==> config.mk <==
export PLATFORM = sky130hd
export DESIGN_NAME = isqrt_iter
export DESIGN_NICKNAME = d
export VERILOG_FILES = /design/src/rtl/isqrt_pkg.sv /design/src/rtl/isqrt_step.sv /design/src/rtl/isqrt_iter.sv
export SDC_FILE = /design/constraint.sdc
export NUM_CORES = 1
export LEC_CHECK = 0
export ABC_AREA = 1
export CORE_MARGIN = 5
export CORE_UTILIZATION = 39
export DETAILED_ROUTE_END_ITERATION = 6
export SLEW_MARGIN = 25
export SYNTH_ARGS = -nofsm -noshare
export SYNTH_HDL_FRONTEND = slang
export SYNTH_SLANG_ARGS = --single-unit
==> constraint.sdc <==
create_clock -name clk -period 5.1 [get_ports clk]
set_clock_uncertainty 0.2 [all_clocks]
set_input_delay 1.02 -clock clk [delete_from_list [all_inputs] [get_ports clk]]
set_output_delay 1.02 -clock clk [all_outputs]
set_load 0.05 [all_outputs]
==> src/rtl/isqrt_pkg.sv <==
// Shared types and width helpers for the sequential integer square-root engine.
package isqrt_pkg;

  typedef enum logic [1:0] {
    IDLE = 2'd0,
    CALC = 2'd1,
    DONE = 2'd2
  } state_t;

  localparam int ISQRT_W_DEFAULT = 16;
  localparam int ROOT_W          = ISQRT_W_DEFAULT / 2;
  localparam int REM_W           = ISQRT_W_DEFAULT / 2 + 1;

  function automatic int root_w(input int width);
    return width / 2;
  endfunction

  function automatic int rem_w(input int width);
    return width / 2 + 1;
  endfunction

endpackage

==> src/rtl/isqrt_step.sv <==
// One restoring square-root iteration: shift in the next radicand bit pair,
// try subtracting (4q+1) and append the resulting root bit.
module isqrt_step
  import isqrt_pkg::*;
#(
  parameter int WIDTH = ISQRT_W_DEFAULT
) (
  input  logic [WIDTH/2+1:0] r,
  input  logic [WIDTH/2-1:0] q,
  input  logic [1:0]         pair,
  output logic [WIDTH/2+1:0] r_next,
  output logic [WIDTH/2-1:0] q_next
);

  localparam int RW = root_w(WIDTH);
  localparam int PW = WIDTH / 2 + 2;

  logic [PW-1:0] shifted_s;
  logic [PW-1:0] trial_s;

  // Trial subtraction; the partial remainder never exceeds PW bits by construction.
  always_comb begin
    shifted_s = (r << 2) | {{(PW-2){1'b0}}, pair};
    trial_s   = ({2'b00, q} << 2) | {{(PW-1){1'b0}}, 1'b1};
    if (shifted_s >= trial_s) begin
      r_next = shifted_s - trial_s;
      q_next = (q << 1) | {{(RW-1){1'b0}}, 1'b1};
    end else begin
      r_next = shifted_s;
      q_next = q << 1;
    end
  end

endmodule

==> src/rtl/isqrt_iter.sv <==
// Sequential integer square root, one root bit per clock (restoring algorithm).
// Optional round-to-nearest output root_rnd is enabled by defining ISQRT_ROUND_EN.
module isqrt_iter
  import isqrt_pkg::*;
#(
  parameter int WIDTH = ISQRT_W_DEFAULT
) (
  input  logic               clk,
  input  logic               rst_n,
  input  logic               start,
  input  logic [WIDTH-1:0]   radicand,
  output logic               busy,
  output logic               done,
  output logic [WIDTH/2-1:0] root,
  output logic [WIDTH/2:0]   rem
`ifdef ISQRT_ROUND_EN
  ,
  output logic [WIDTH/2-1:0] root_rnd
`endif
);

  localparam int RW   = root_w(WIDTH);
  localparam int REMW = rem_w(WIDTH);
  localparam int PW   = WIDTH / 2 + 2;
  localparam int CW   = $clog2(RW + 1);

  state_t          state_r;
  state_t          state_s;
  logic [CW-1:0]   cnt_r;
  logic [WIDTH-1:0] rad_r;
  logic [PW-1:0]   r_r;
  logic [RW-1:0]   q_r;
  logic [PW-1:0]   r_next_s;
  logic [RW-1:0]   q_next_s;
  logic            accept_s;
  logic            last_s;

  assign accept_s = start && ((state_r == IDLE) || (state_r == DONE));
  assign last_s   = (state_r == CALC) && (cnt_r == CW'(1));

  isqrt_step #(.WIDTH(WIDTH)) u_step (
    .r      (r_r),
    .q      (q_r),
    .pair   (rad_r[WIDTH-1:WIDTH-2]),
    .r_next (r_next_s),
    .q_next (q_next_s)
  );

  // State register.
  always_ff @(posedge clk) begin
    if (!rst_n) begin
      state_r <= IDLE;
    end else begin
      state_r <= state_s;
    end
  end

  // Next-state decode; DONE accepts a new start just like IDLE.
  always_comb begin
    state_s = state_r;
    case (state_r)
      IDLE: begin
        if (start) state_s = CALC;
        else       state_s = IDLE;
      end
      CALC: begin
        if (cnt_r == CW'(1)) state_s = DONE;
        else                 state_s = CALC;
      end
      DONE: begin
        if (start) state_s = CALC;
        else       state_s = IDLE;
      end
      default: state_s = IDLE;
    endcase
  end

`ifdef ISQRT_ROUND_EN
  logic [RW-1:0] rnd_s;

  // Round to nearest, saturating when the root is already all-ones.
  always_comb begin
    if (({1'b0, q_next_s} < r_next_s[REMW-1:0]) && (q_next_s != {RW{1'b1}})) begin
      rnd_s = q_next_s + RW'(1);
    end else begin
      rnd_s = q_next_s;
    end
  end
`endif

  // Datapath and registered outputs; root/rem only move on the final iteration.
  always_ff @(posedge clk) begin
    if (!rst_n) begin
      busy  <= 1'b0;
      done  <= 1'b0;
      root  <= '0;
      rem   <= '0;
      cnt_r <= '0;
      rad_r <= '0;
      r_r   <= '0;
      q_r   <= '0;
`ifdef ISQRT_ROUND_EN
      root_rnd <= '0;
`endif
    end else begin
      busy <= (state_s == CALC);
      done <= (state_s == DONE);
      if (accept_s) begin
        rad_r <= radicand;
        r_r   <= '0;
        q_r   <= '0;
        cnt_r <= CW'(RW);
      end else if (state_r == CALC) begin
        rad_r <= {rad_r[WIDTH-3:0], 2'b00};
        r_r   <= r_next_s;
        q_r   <= q_next_s;
        cnt_r <= cnt_r - CW'(1);
        if (last_s) begin
          root <= q_next_s;
          rem  <= r_next_s[REMW-1:0];
`ifdef ISQRT_ROUND_EN
          root_rnd <= rnd_s;
`endif
        end
      end
    end
  end

endmodule
Word-level counts from Yosys, hierarchy flattened

Index checks and enable logic that the tools add are counted.

Logic and storage cells: 38
Input bits: 19
Register bits after elaboration: 57
Output and inout port bits: 19

Equality and inequality tests: 5
Bitwise logic cells: 3
Reductions and logical operators: 8
Multiplexer cells: 9
$add $sub $neg: 2
$lt $le $gt $ge: 1

Operator list:

| operator                                                            | number |
|---|---|
| 16-bit 2-to-1 mux                                                   | 2 |
| 10-bit greater-or-equal comparator                                  | 1 |
| 10-bit by 2-bit bitwise OR with 10-bit output                       | 1 |
| 9-bit 2-to-1 mux                                                    | 1 |
| 9-bit subtractor                                                    | 1 |
| 4-bit 2-to-1 mux                                                    | 2 |
| 2-bit by 1-bit == test with 1-bit output (second input constant)    | 2 |
| 2-bit == test (second input constant)                               | 2 |
| 4-bit by 1-bit == test with 1-bit output (second input constant)    | 1 |
| 2-bit one-hot mux with 2 select lines                               | 1 |
| 2-bit OR reduction                                                  | 2 |
| 4-bit by 1-bit subtractor with 4-bit output (second input constant) | 1 |
| 3-bit AND reduction                                                 | 1 |
| 1-bit logical AND                                                   | 2 |
| 2-bit logical NOT                                                   | 1 |
| 1-bit 2-to-1 mux                                                    | 2 |
| 2-bit 2-to-1 mux                                                    | 1 |
| 1-bit inverter                                                      | 2 |
| 2-bit nonzero test                                                  | 1 |
| 1-bit logical OR                                                    | 1 |

Longest topological paths before layout

Depth after elaboration: 5
Mapped depth: 14
Mapped depth without buffers: 13

By module

A second synthesis with hierarchy kept.

Cell total of the unflattened synthesis: 416
Area, all modules: 3,036.7 um^2

By module, submodules not included:

| module     | seq. area each (um^2) | cells an instance | instances | area each (um^2) |
|---|---|---|---|---|
| isqrt_iter | 1,181.1               | 268               | 1         | 2,207.1 |
| isqrt_step | 0.0                   | 148               | 1         | 829.5 |

Least setup slack after synthesis

No wires, ideal clock.

Path kind: input-to-reg
From: input port start
To: register rad_r[14]
Data arrival time: 1.786 ns
Setup time: 0.095 ns
Required time: 4.805 ns
Stages on the path: 6
Buffers on the path: 2
Setup slack: 3.019 ns
Cells stage by stage: nand2_1 > buf_2 > nand2_1 > inv_2 > buf_2 > a221oi_1

Longest elaborated chain between the ends: 2
Elaborated cells between the ends (all ways): 3
Classes of those cells: 1 x mux; 2 x reduce/logical

Ends and longest elaborated chain:

| what                                                           | RTL line          | text |
|---|---|---|
| from (decl)                                                    | isqrt_iter.sv:10  | `input logic start,` |
| 1-bit logical AND *                                            | isqrt_iter.sv:38  | `assign accept_s = start && ((state_r == IDLE) \|\| (state_r == DONE));` |
| 16-bit 2-to-1 mux / 2-bit nonzero test (equally long branches) | --                |  |
| to (signal assigned)                                           | isqrt_iter.sv:109 | `rad_r <= radicand;` |
| to (signal assigned)                                           | isqrt_iter.sv:114 | `rad_r <= {rad_r[WIDTH-3:0], 2'b00};` |
| to (decl)                                                      | isqrt_iter.sv:30  | `logic [WIDTH-1:0] rad_r;` |

Mark *: on every way between the ends. The rest lies on a longest branch, timed or not.
A chain may end at the register's enable or synchronous reset.

Final worst setup path

From: input port start
To: register q_r[0]

Longest elaborated chain between the ends: 2

Ends and longest elaborated chain:

| what                                | RTL line          | text |
|---|---|---|
| 1-bit logical AND                   | isqrt_iter.sv:38  |  |
| 2-bit OR reduction (no source line) | --                |  |
| to (signal assigned)                | isqrt_iter.sv:116 | `q_r <= q_next_s;` |
| to (decl)                           | isqrt_iter.sv:32  | `logic [RW-1:0] q_r;` |

No other way between the ends.

==> results_dict.tcl <==
set metrics [dict create \
    p_sw_mw 0.389 \
    swShare 0.327 \
    crit_fanout 20 \
    insertion_delay_ns 0.34 \
    p_per_area_nw_per_um2 344 \
    cts_sinks 57 \
    max_slew_margin 0.631 \
    setup_violations 0 \
    max-cap-violations 0 \
    io_pins 38 \
    synth_ff_type "dfxtp_1" \
    antenna_cells 0 \
    peakVddDrop_v 0.000166 \
    final_nets 472 \
    end_kind "flip-flop" \
    ys_types 27 \
    cts_buffers 9 \
    cts_tree "done" \
    synth_area_um2 2840 \
    root_buffer "clkbuf_8" \
    path_delay_family "buffers and inverters" \
    grt-ovfl-total 0 \
    p_int_mw 0.799 \
    crit_path_top_delay_cell "clkdlybuf4s50_1" \
    crit_path_max_incr_delay_ns 0.40 \
    synth_nets 438 \
    setup_slack_ns 2.31 \
    critPathBufInv 4 \
    cts-htree-levels 3 \
    ys_ff_latch 57 \
    antenna_found_initial 0 \
    multi_input_area_um2 1340 \
    cp.arrival_ns 2.87 \
    p_leak_nw 1.65 \
    placementRows 31 \
    start_util 0.396 \
    die_width_um 95.4 \
    first_iter_violations 97 \
    cts.clk_slew.worst_paths_ns 0.06 \
    rsz0062_at_grt "no" \
    port_buffers 37 \
    die_height_um 95.4 \
    final.period_utilization 0.547 \
    firstDrtPassIters 4 \
    synth.yosys.seq_area_share 0.401 \
    wirelength_mm 7.03 \
    hold_viol_final 0 \
    fill_cells 746 \
    postCtsHoldBufs 0 \
    synth_top_area_cell "dfxtp_1" \
    route.detailed.drc 0 \
    power_frac_clock 0.341 \
    vias 2589 \
    die_area_um2 9100 \
    synth-edff-count 0 \
    grt_max_degree 49 \
    ys_warn_count 0 \
    cts_resized 0 \
    yosys-top-cells-count "nand2_1 (87), inv_1 (71), dfxtp_1 (57), nand3_1 (42), nor2_1 (36)" \
    grt_pass1_wl_mm 11.3 \
    whs_path_depth 2 \
    via_per_inst 4.75 \
    async_reset_ff_frac 0 \
    max_clock_freq_mhz 358 \
    hp-class "flip-flop to flip-flop" \
    synth_top_area_share 0.401 \
    area_delta_synth_final_pct 21.5 \
    crit_cells 8 \
    power.share.sequential 0.412 \
    synthCells 407 \
    crit_type "input pin to flip-flop" \
    yosysMostFrequentCell "nand2_1" \
    cts_buffer_depth 2 \
    slew_violations 0 \
    hpwlAfterDp_mm 5.06 \
    worstSetupStartpointType "input pin" \
    core_um2 7180 \
    syn_area_per_cell_um2 6.99 \
    gp_congestion 0.815 \
    min_period_ns 2.79 \
    yosys-top-cells-area "dfxtp_1 (40%), nand2_1 (11%), inv_1 (9.4%)" \
    critPathRequiredTime_ns 5.18 \
    path_cells "clkdlybuf4s50_1, nand2_1, inv_1, nor2_2, inv_2, a21oi_1, o21ai_0, inv_1" \
    max_slew.worst_pin.slew_ns 0.552 \
    r2r_cells 7 \
    grt_pass1_vias 2376 \
    ant_nets 0 \
    status "finished, final reports clean" \
    drive_above_1_share 0.0650 \
    path_common_cell "inv_1" \
    seqCellArea_um2 1140 \
    comb_power_share 0.247 \
    avgRoutedWirePerCell_um 12.9 \
    setup_tns_ns 0 \
    grt_usage 0.164 \
    post_cts_buffers 0 \
    pre_cts_ws_ns 1.95 \
]
-- worst register-to-register path, stage by stage (launching register included) --
cell and delay [ns]:
dfxtp_1 0.32, inv_1 0.06, nor2_2 0.07, buf_4 0.40, inv_2 0.21, nor2_4 0.36, nand2_1 0.44, o21ai_0 0.30
-- power groups by stage --
stage	Combinational, mW	Sequential, mW	Clock (mW)
after floorplan	0.224	0.503	0
after global placement	0.289	0.498	0
after detailed placement	0.292	0.498	0
after CTS	0.294	0.488	0.415
after global routing	0.331	0.491	0.437
final	0.294	0.489	0.405
-- registers in the layout (all words and copies together) (netlist names) --
name     count
busy         1
cnt_r        4
done         1
q_r          8
r_r          8
rad_r       16
rem          9
root         8
state_r      2
-- final cells by class --
type / count / area share
clock buffers: 11 / 0.0380
flip-flops and latches: 57 / 0.330
multi-input cells: 260 / 0.388
inverters: 74 / 0.0804
repair buffers: 39 / 0.112
clock inverters: 5 / 0.0163
well taps: 99 / 0.0359
-- kinds of logic (layout without fill, tap and decap cells) --
| logic type | after synthesis | in the layout | share of synthesized area |
|---|---|---|---|
| xor+xnor | 3 | 3 | 0.00924 |
| simple gates | 180 | 180 | 0.276 |
| compound gates | 65 | 65 | 0.133 |
| flops | 57 | 57 | 0.401 |
| buf+inv | 90 | 129 | 0.128 |
| fa+ha+maj | 12 | 12 | 0.0528 |
-- metrics by stage --
| stage | util | std cells | total power, mW | hold slack, ns | area, µm² |
|---|---|---|---|---|---|
| 2_1_floorplan | - | 407 | 0.728 | 0.236 | 2840 |
| 3_3_place_gp | 0.455 | 529 | 0.787 | 0.257 | 3270 |
| 3_5_place_dp | 0.455 | 529 | 0.791 | 0.258 | 3270 |
| 4_1_cts | 0.481 | 545 | 1.20 | 0.268 | 3450 |
| 5_1_grt | 0.481 | 545 | 1.26 | 0.289 | 3450 |
| 6_report | 0.481 | 545 | 1.19 | 0.264 | 3450 |
-- final timing paths --
check | start | endpoint | slack [ns]
worst min register to register | rad_r[3] | rad_r[3] | 0.26
worst max register to register | state_r[0] | root[5] | 2.68
worst max-delay path | start | q_r[0] | 2.31
worst min-delay path | rad_r[3] | rad_r[3] | 0.26
-- cells in the final DEF (no fill, tap or decap), types with 3 or more instances in the layout --
master	instances
a21oi_1	19
nand3_1	42
dfxtp_1	57
nor2_1	36
a221oi_1	9
o21ai_0	29
nor4_1	3
nand2_1	87
inv_1	71
clkdlybuf4s50_1	37
ha_1	12
inv_2	3
a211oi_1	3
nand2_2	4
clkbuf_8	9
-- metal layers --
| layer | GRT usage | part of all wire | wire length [µm] |
|---|---|---|---|
| met5 | 0 | 0 | 0 |
| met4 | 0.0486 | 0.011 | 80 |
| met3 | 0.0592 | 0.055 | 385 |
| met2 | 0.255 | 0.45 | 3140 |
| met1 | 0.213 | 0.49 | 3430 |
No activity file was read; power rests on OpenSTA's default activity.
